File: config.mk
export PLATFORM = sky130hd
export DESIGN_NAME = muldiv_seq_flat
export DESIGN_NICKNAME = d
export VERILOG_FILES = /design/src/rtl/muldiv_seq_if.sv /design/src/rtl/muldiv_seq.sv /design/src/flat_wrapper.sv
export SDC_FILE = /design/constraint.sdc
export NUM_CORES = 1
export LEC_CHECK = 0
export BUFFER_PORTS_ARGS = -buffer_cell sky130_fd_sc_hd__buf_2
export CORE_ASPECT_RATIO = 2
export CORE_UTILIZATION = 40
export DETAILED_ROUTE_END_ITERATION = 10
export PLACE_DENSITY = 0.56
export SYNTH_ARGS = -nofsm -noshare
export SYNTH_HDL_FRONTEND = slang
export SYNTH_SLANG_ARGS = --single-unit
File: constraint.sdc
create_clock -name clk -period 8.4 [get_ports clk]
set_clock_uncertainty 0.05 [all_clocks]
set_input_delay 0.84 -clock clk [delete_from_list [all_inputs] [get_ports clk]]
set_output_delay 0.84 -clock clk [all_outputs]
set_load 0.1 [all_outputs]
File: src/rtl/muldiv_seq_if.sv
// Execute-stage handshake and operand bundle for the iterative RV32M multiply/divide unit.
interface muldiv_seq_if #(parameter int XLEN = 32);
  logic            start;
  logic [2:0]      funct3;
  logic [XLEN-1:0] op_a;
  logic [XLEN-1:0] op_b;
  logic            flush;
  logic            busy;
  logic            stall;
  logic            done;
  logic [XLEN-1:0] result;

  modport master (output start, funct3, op_a, op_b, flush,
                  input  busy, stall, done, result);
  modport slave  (input  start, funct3, op_a, op_b, flush,
                  output busy, stall, done, result);
endinterface

File: src/rtl/muldiv_seq.sv
// Iterative RV32M sequencer: shift-add multiply / restoring divide on operand magnitudes,
// one bit per cycle, with divide special cases resolved at accept time.
module muldiv_seq #(
  parameter int XLEN = 32
) (
  input  logic         clk,
  input  logic         rst_n,
  muldiv_seq_if.slave  bus
);
  localparam int CW = $clog2(XLEN) + 1;
  localparam logic [XLEN-1:0]   ZERO = {XLEN{1'b0}};
  localparam logic [XLEN-1:0]   ALL1 = {XLEN{1'b1}};
  localparam logic [XLEN-1:0]   ONE  = {{(XLEN-1){1'b0}}, 1'b1};
  localparam logic [2*XLEN-1:0] ONE2 = {{(2*XLEN-1){1'b0}}, 1'b1};
  localparam logic [XLEN-1:0]   SMIN = {1'b1, {(XLEN-1){1'b0}}};
  localparam logic [CW-1:0]     LAST = CW'(XLEN - 1);

  typedef enum logic [1:0] {S_IDLE = 2'd0, S_CALC = 2'd1, S_DONE = 2'd2} state_e;

  state_e            state_q, state_d;
  logic [CW-1:0]     cnt_q, cnt_d;
  logic [2*XLEN-1:0] p_q, p_d;
  logic [XLEN-1:0]   m_q, m_d;
  logic [2:0]        op_q, op_d;
  logic              neg_q, neg_d;
  logic              busy_q, busy_d;
  logic              done_q, done_d;
  logic [XLEN-1:0]   result_q, result_d;

  logic              a_sgn_s, b_sgn_s, a_neg_s, b_neg_s, is_div_s, special_s;
  logic [XLEN-1:0]   a_mag_s, b_mag_s, special_res_s, div_val_s, fin_s;
  logic [XLEN:0]     add_s;
  logic [XLEN+1:0]   sub_s;
  logic [2*XLEN-1:0] mul_next_s, div_next_s, p_next_s, prod_s;

  // Operand signedness, magnitudes and divide special cases from the incoming request
  always_comb begin
    a_sgn_s   = (bus.funct3 != 3'b011) && (bus.funct3 != 3'b101) && (bus.funct3 != 3'b111);
    b_sgn_s   = a_sgn_s && (bus.funct3 != 3'b010);
    a_neg_s   = a_sgn_s & bus.op_a[XLEN-1];
    b_neg_s   = b_sgn_s & bus.op_b[XLEN-1];
    a_mag_s   = a_neg_s ? (~bus.op_a + ONE) : bus.op_a;
    b_mag_s   = b_neg_s ? (~bus.op_b + ONE) : bus.op_b;
    is_div_s  = bus.funct3[2];
    special_s = is_div_s && ((bus.op_b == ZERO) ||
                (!bus.funct3[0] && (bus.op_a == SMIN) && (bus.op_b == ALL1)));
    if (bus.op_b == ZERO) begin
      special_res_s = bus.funct3[1] ? bus.op_a : ALL1;
    end else begin
      special_res_s = bus.funct3[1] ? ZERO : bus.op_a;
    end
  end

  // One iteration of either algorithm; p holds {acc/remainder, multiplier/quotient}
  always_comb begin
    add_s      = {1'b0, p_q[2*XLEN-1:XLEN]} + (p_q[0] ? {1'b0, m_q} : {(XLEN+1){1'b0}});
    mul_next_s = {add_s, p_q[XLEN-1:1]};
    sub_s      = {1'b0, p_q[2*XLEN-1:XLEN-1]} - {2'b00, m_q};
    if (sub_s[XLEN+1]) begin
      div_next_s = {p_q[2*XLEN-2:0], 1'b0};
    end else begin
      div_next_s = {sub_s[XLEN-1:0], p_q[XLEN-2:0], 1'b1};
    end
    p_next_s  = op_q[2] ? div_next_s : mul_next_s;
    prod_s    = neg_q ? (~p_next_s + ONE2) : p_next_s;
    div_val_s = op_q[1] ? p_next_s[2*XLEN-1:XLEN] : p_next_s[XLEN-1:0];
    if (op_q[2]) begin
      fin_s = neg_q ? (~div_val_s + ONE) : div_val_s;
    end else if (op_q[1:0] == 2'b00) begin
      fin_s = prod_s[XLEN-1:0];
    end else begin
      fin_s = prod_s[2*XLEN-1:XLEN];
    end
  end

  // Next-state and register-load decisions
  always_comb begin
    state_d  = state_q;
    cnt_d    = cnt_q;
    p_d      = p_q;
    m_d      = m_q;
    op_d     = op_q;
    neg_d    = neg_q;
    result_d = result_q;
    case (state_q)
      S_IDLE: begin
        if (bus.start && !bus.flush) begin
          op_d  = bus.funct3;
          cnt_d = {CW{1'b0}};
          // Remainder takes the dividend's sign; everything else the XOR of both
          neg_d = (is_div_s && bus.funct3[1]) ? a_neg_s : (a_neg_s ^ b_neg_s);
          m_d   = is_div_s ? b_mag_s : a_mag_s;
          p_d   = {ZERO, (is_div_s ? a_mag_s : b_mag_s)};
          if (special_s) begin
            result_d = special_res_s;
            state_d  = S_DONE;
          end else begin
            state_d  = S_CALC;
          end
        end else begin
          state_d = S_IDLE;
        end
      end
      S_CALC: begin
        if (bus.flush) begin
          state_d = S_IDLE;
        end else begin
          p_d   = p_next_s;
          cnt_d = cnt_q + {{(CW-1){1'b0}}, 1'b1};
          if (cnt_q == LAST) begin
            result_d = fin_s;
            state_d  = S_DONE;
          end else begin
            state_d  = S_CALC;
          end
        end
      end
      S_DONE:  state_d = S_IDLE;
      default: state_d = S_IDLE;
    endcase
    busy_d = (state_d != S_IDLE);
    done_d = (state_d == S_DONE);
  end

  // State and datapath registers
  always_ff @(posedge clk or negedge rst_n) begin
    if (!rst_n) begin
      state_q  <= S_IDLE;
      cnt_q    <= {CW{1'b0}};
      p_q      <= {(2*XLEN){1'b0}};
      m_q      <= ZERO;
      op_q     <= 3'b000;
      neg_q    <= 1'b0;
      busy_q   <= 1'b0;
      done_q   <= 1'b0;
      result_q <= ZERO;
    end else begin
      state_q  <= state_d;
      cnt_q    <= cnt_d;
      p_q      <= p_d;
      m_q      <= m_d;
      op_q     <= op_d;
      neg_q    <= neg_d;
      busy_q   <= busy_d;
      done_q   <= done_d;
      result_q <= result_d;
    end
  end

  assign bus.busy   = busy_q;
  assign bus.done   = done_q;
  assign bus.result = result_q;
  assign bus.stall  = ((state_q == S_IDLE) && bus.start && !bus.flush) || (state_q == S_CALC);

endmodule

File: src/flat_wrapper.sv
// flat-port wrapper written by rule: the top's interface ports become plain ports
module muldiv_seq_flat 
#(
  parameter int XLEN = 32
)
  (clk, rst_n, bus_start, bus_funct3, bus_op_a, bus_op_b, bus_flush, bus_busy, bus_stall, bus_done, bus_result);
  muldiv_seq_if #(.XLEN(XLEN)) bus_i ();
  input  logic clk;
  input  logic rst_n;
  input wire logic [$bits(bus_i.start)-1:0] bus_start;
  input wire logic [$bits(bus_i.funct3)-1:0] bus_funct3;
  input wire logic [$bits(bus_i.op_a)-1:0] bus_op_a;
  input wire logic [$bits(bus_i.op_b)-1:0] bus_op_b;
  input wire logic [$bits(bus_i.flush)-1:0] bus_flush;
  output wire logic [$bits(bus_i.busy)-1:0] bus_busy;
  output wire logic [$bits(bus_i.stall)-1:0] bus_stall;
  output wire logic [$bits(bus_i.done)-1:0] bus_done;
  output wire logic [$bits(bus_i.result)-1:0] bus_result;
  assign bus_i.start = bus_start;
  assign bus_i.funct3 = bus_funct3;
  assign bus_i.op_a = bus_op_a;
  assign bus_i.op_b = bus_op_b;
  assign bus_i.flush = bus_flush;
  assign bus_busy = bus_i.busy;
  assign bus_stall = bus_i.stall;
  assign bus_done = bus_i.done;
  assign bus_result = bus_i.result;
  muldiv_seq #(.XLEN(XLEN)) u_core (.clk(clk), .rst_n(rst_n), .bus(bus_i));
endmodule
# Word-level counts from Yosys, hierarchy flattened
# Cells that the tools add are included.
# Widths: inputs -> output; s select.
# word_totals
register_bits,142
in_bits,71
output_inout_bits,35
wordCells,90
# op_classes
n_addsub,7
eq_ne,13
mux,32
n_bitwise,7
n_reduce_logical,22
# ops
operator,n
$mux 32,16
$mux 64,5
$pmux 64 s2,1
$add 32x1->32 const B,3
$not 32->32,3
$add 64x1->64 const B,1
$eq 32x32->1 const B,2
$not 64->64,1
$pmux 32 s2,1
$sub 33x32->34,1
$add 32x33->33,1
$logic_not 32->1,1
$mux 6,2
$pmux 6 s2,1
$logic_and 1x1->1,10
$mux 2,4
$add 6x1->6 const B,1
$eq 6x5->1 const B,1
$ne 2x1->1 const B,3
$ne 3x2->1 const B,2
$ne 3x3->1 const B,2
$reduce_and 5->1,1
$logic_not 2->1,2
$pmux 2 s2,1
other kinds (11),15

# Longest topological paths before layout
# logic_depth
word_depth,11
depth_mapped,24
mapped_depth_nobuf,21

# Worst setup path after synthesis
# Ideal clock, no wire load.
# synth_timing
kind,reg2reg
start,register u_core.op_q[2]
end,"register u_core.result_q[26], in the netlist u_core.bus.result[26]"
setup_time_ps,126
t_arrival_ps,5634
required_ps,8224
slack_ps,2590
stages_incl_launch_ff,23
path_buffers,9
synth_period_minus_slack_ps,5810
path_cell_list,dfrtp_1 buf_2 buf_2 buf_2 buf_2 buf_1 buf_2 buf_1 clkbuf_1 mux2i_1 ha_1 nand2_1 or3_1 or3_1 clkbuf_1 nor2_1 nand4_1 nor3_1 nand3_1 nor2_1 mux2_2 o311a_1 a221o_1
# synth_between
elab_chain_len,9
elab_cells_between_ends,13
classes_between,2 x add/sub; 9 x mux; 2 x bitwise
# synth_lines
element,line_no,source
start: declaration,muldiv_seq.sv:24,"logic [2:0] op_q, op_d;"
start signal: assignment,muldiv_seq.sv:142,op_q <= op_d;
$mux 64,muldiv_seq.sv:64,p_next_s = op_q[2] ? div_next_s : mul_next_s;
$not 64->64 / $mux 32 (equally long branches),"muldiv_seq.sv:65, muldiv_seq.sv:66",
$add 64x1->64 / $not 32->32 (equally long branches),"muldiv_seq.sv:65, muldiv_seq.sv:68",
$mux 64 / $add 32x1->32 (equally long branches),"muldiv_seq.sv:65, muldiv_seq.sv:68",
$mux 32 (on tied branches),"muldiv_seq.sv:69, muldiv_seq.sv:68",
$mux 32 *,muldiv_seq.sv:67,if (op_q[2]) begin
$mux 32 *,muldiv_seq.sv:110,if (cnt_q == LAST) begin
$mux 32 *,muldiv_seq.sv:105,if (bus.flush) begin
$pmux 32 s2 *,muldiv_seq.sv:85,case (state_q)
end signal: assignment,muldiv_seq.sv:146,result_q <= result_d;
end: declaration,muldiv_seq.sv:28,"logic [XLEN-1:0] result_q, result_d;"
# Every way passes the cells marked *; elsewhere a longest branch is shown, timed or not. The select of a mux whose other input is x is not followed.
# A chain may end at the register's enable or synchronous reset.

# Worst setup path after layout
# layout_timing
start,register u_core.p_q[35]
end,"register u_core.result_q[26], in the netlist u_core.bus.result[26]"
# layout_between
elab_chain_len,11
elab_cells_between_ends,16
classes_between,4 x add/sub; 10 x mux; 2 x bitwise
# layout_lines
element,line_no,source
start: declaration,muldiv_seq.sv:22,"logic [2*XLEN-1:0] p_q, p_d;"
start signal: assignment,muldiv_seq.sv:130,p_q <= {(2*XLEN){1'b0}};
start signal: assignment,muldiv_seq.sv:140,p_q <= p_d;
$sub 33x32->34,muldiv_seq.sv:58,"sub_s = {1'b0, p_q[2*XLEN-1:XLEN-1]} - {2'b00, m_q};"
$mux 64,muldiv_seq.sv:59,if (sub_s[XLEN+1]) begin
$mux 64 *,muldiv_seq.sv:64,
$not 64->64 / $mux 32 (equally long branches),"muldiv_seq.sv:65, muldiv_seq.sv:66",
$add 64x1->64 / $not 32->32 (equally long branches),"muldiv_seq.sv:65, muldiv_seq.sv:68",
$mux 64 / $add 32x1->32 (equally long branches),"muldiv_seq.sv:65, muldiv_seq.sv:68",
$mux 32 (on tied branches),"muldiv_seq.sv:69, muldiv_seq.sv:68",
$mux 32 *,muldiv_seq.sv:67,
$mux 32 *,muldiv_seq.sv:110,
$mux 32 *,muldiv_seq.sv:105,
$pmux 32 s2 *,muldiv_seq.sv:85,
# Marked as above.

==> results_dict.tcl <==
set metrics [dict create \
    fin_total_pwr_mw 6.47 \
    synth_cell_type_count 101 \
    finalMaxSlewViolations 0 \
    initial_core_util_pct 40.7 \
    crit_type "reg -> reg" \
    placed_cell_area_sq_um 18000 \
    finalSetupTns_ns 0 \
    placementRows 106 \
    gr-usage-all-layers_pct 38.2 \
    grt_pass1_wl_um 122000 \
    max_freq_mhz 143 \
    critPathLaunchType "flip-flop" \
    num_vias 19310 \
    synth_edf_count 0 \
    via_per_inst 6.67 \
    hold_class "in -> async" \
    hold_viol_final 0 \
    maxSlewHeadroom_pct 20.5 \
    wl_per_cell_um 28.5 \
    grt_overflow 0 \
    layout.nets 2485 \
    finalSetupViolations 0 \
    io_pins 106 \
    clock_sink_count 142 \
    drt_iter0_drc 1929 \
    holdBufCountCts 0 \
    cts_tree "yes" \
    cp_max_fo 13 \
    ant_nets 0 \
    synth_warnings 0 \
    dieArea_sq_um 43500 \
    outcome "complete, no violations" \
    power.density_nw_per_um2 347 \
    grt_antenna_before_repair 3 \
    clockRootBuffer "clkbuf_16" \
    area_delta_synth_final_pct 9.34 \
    clkLatencyLatePin_ns 0.47 \
    grt_pass1_vias 18915 \
    finalInstanceArea_sq_um 18700 \
    post-dp-hpwl_um 65000 \
    netlist_area_sq_um 17100 \
    ys_ff_latch 142 \
    synth-main-ff-cell "dfrtp_1" \
    port_buffers 105 \
    p_leak_nw 7.54 \
    fin_hold_ws_ns 0.269 \
    cts_buffer_depth 2 \
    period_share_pct 83.0 \
    cts_made_buffers 17 \
    globalplace.congestion 1.03 \
    tightest_slew_ns 1.18 \
    wirelength_um 82400 \
    synth_cells 2330 \
    syn_nets 2473 \
    irDropWorstVdd_mv 0.190 \
    firstDrtPassIters 6 \
    crit_path_end_kind "flip-flop" \
    avgSynthCellArea_sq_um 7.32 \
    drc 0 \
    h-tree-depth 4 \
    rsz0062_at_grt "false" \
    fin_crit_ns 6.97 \
    n_antenna_cell 0 \
    arrival_ns 7.26 \
    synth_seq_area_share_pct 20.8 \
    path_clk_slew_ns 0.07 \
    die_w_um 148 \
    die_y_um 294 \
    dp_cells 2863 \
    ys_async_sr_fraction_pct 100 \
    drive_above_1_share_pct 10.9 \
    finalNonFillerCells 2895 \
    postCtsResizedCells 0 \
    core_area_sq_um 41900 \
    grt_max_degree 68 \
    cp.required_ns 8.69 \
    maxCapViolations 0 \
    post-cts-setup-buffers 0 \
]
## kinds of logic after synthesis
group / synth area share [%]
AOI/OAI and AO/OA: 33.1
xor gates and xnor gates: 8.11
adders and majority gates: 5.37
buffers and inverters: 5.48
DFF: 20.8
muxes: 3.84
and+or+nand+nor: 23.2
## layout by cell type, fill, tap and decap left out, types with 46 or more instances in the layout
master,count
xor2_1,74
o211ai_1,53
dfrtp_1,139
and2_1,52
xnor2_1,84
inv_1,64
o31ai_1,46
nand2_1,266
buf_2,103
ha_1,70
a21oi_1,194
o21ai_0,224
nor2_1,196
buf_4,50
nor3_1,49
## through the flow
step	worst slack [ns]	utilization (%)
6_report	1.43	44.5
5_1_grt	1.19	44.5
4_1_cts	1.63	44.5
3_5_place_dp	1.65	42.9
3_3_place_gp	1.84	42.9
2_1_floorplan	2.59	-
## worst paths after layout
| path | startpoint | end | slack (ns) | cells past startpoint |
|---|---|---|---|---|
| worst max register to register | u_core.p_q[35]$_DFFE_PN0P_ | u_core.bus.result[26]$_DFFE_PN0P_ | 1.43 | 20 |
| worst min-delay path | rst_n | u_core.cnt_q[3]$_DFFE_PN0P_ | 0.27 | 1 |
| worst max-delay path | u_core.p_q[35]$_DFFE_PN0P_ | u_core.bus.result[26]$_DFFE_PN0P_ | 1.43 | 20 |
| worst min register to register | u_core.bus.result[11]$_DFFE_PN0P_ | u_core.bus.result[11]$_DFFE_PN0P_ | 0.42 | 2 |
| min in group clk | u_core.bus.result[11]$_DFFE_PN0P_ | u_core.bus.result[11]$_DFFE_PN0P_ | 0.42 | 2 |
| max in group asynchronous | rst_n | u_core.p_q[58]$_DFFE_PN0P_ | 6.23 | 3 |
## cell type report
cell class                      count  area [sq um]
Fill cell                        4433         23300
Multi-Input combinational cell   1958         12600
Sequential cell                   142          3560
Timing Repair Buffer              154           902
Tap cell                          540           676
Clock buffer                       19           443
Inverter                           69           259
Clock inverter                     13           214
## registers in the layout, indices dropped and copies added (netlist names)
| name | flops |
|---|---|
| u_core.cnt_q | 6 |
| u_core.neg_q | 1 |
| u_core.bus.busy | 1 |
| u_core.m_q | 32 |
| u_core.state_q | 2 |
| u_core.bus.done | 1 |
| u_core.op_q | 3 |
| u_core.p_q | 64 |
| u_core.bus.result | 32 |
## cells in the mapped netlist (14+ instances only)
| master | n | share of area, % |
|---|---|---|
| o221ai_1 | 31 | 1.6 |
| ha_1 | 70 | 5.1 |
| a21oi_1 | 194 | 5.7 |
| xor2_1 | 74 | 3.8 |
| o21ai_0 | 224 | 6.6 |
| and3_1 | 18 | 0.66 |
| clkbuf_1 | 113 | 2.5 |
| nor4_1 | 26 | 0.95 |
| o31ai_1 | 46 | 2.0 |
| nand3_1 | 32 | 0.94 |
| mux2_2 | 20 | 1.3 |
| nor3_1 | 50 | 1.5 |
| a211oi_1 | 41 | 1.8 |
| nor2_1 | 199 | 4.4 |
| mux2i_1 | 37 | 2.2 |
| a221o_1 | 20 | 1.2 |
| buf_2 | 17 | 0.50 |
| nand2b_1 | 19 | 0.70 |
| dfrtp_1 | 142 | 21 |
| xnor2_1 | 84 | 4.3 |
| a31oi_1 | 36 | 1.3 |
| o21a_1 | 14 | 0.62 |
| or3_1 | 27 | 0.99 |
| nand2_1 | 266 | 5.9 |
| and2_1 | 52 | 1.9 |
| buf_1 | 20 | 0.44 |
| o211ai_1 | 53 | 2.3 |
| nand4_1 | 41 | 1.5 |
| a21o_1 | 26 | 1.1 |
| inv_1 | 64 | 1.4 |
## layer usage
metal / part of all wire, % / routed length [um] / global-route usage (%)
met1: 36 / 29300 / 40.9
met3: 5.1 / 4220 / 3.74
met2: 49 / 40600 / 65.9
met5: 0.017 / 14 / 0
met4: 10 / 8260 / 34.3
## report_power, final
part	total, mW	internal (mW)	switching (mW)
Combinational	4.47	1.48	2.99
Sequential	1.11	0.852	0.259
Clock	0.891	0.536	0.354
## worst max-delay path, cell delays in order (launching register included)
cell,delay (ns)
dfrtp_1,0.42
ha_1,0.37
a21o_1,0.24
a31oi_1,0.39
a21boi_1,0.32
o211a_1,0.46
nor3_4,0.48
nand2_1,0.16
o21ai_0,0.24
ha_1,0.26
nand2_1,0.08
or3_1,0.39
or3_1,0.55
nor2_1,0.26
nand4_1,0.20
nor3_1,0.44
nand3_1,0.39
nor2_1,0.22
mux2_2,0.34
o311a_1,0.28
a221o_1,0.30
Power figures use the tool's default switching activity.
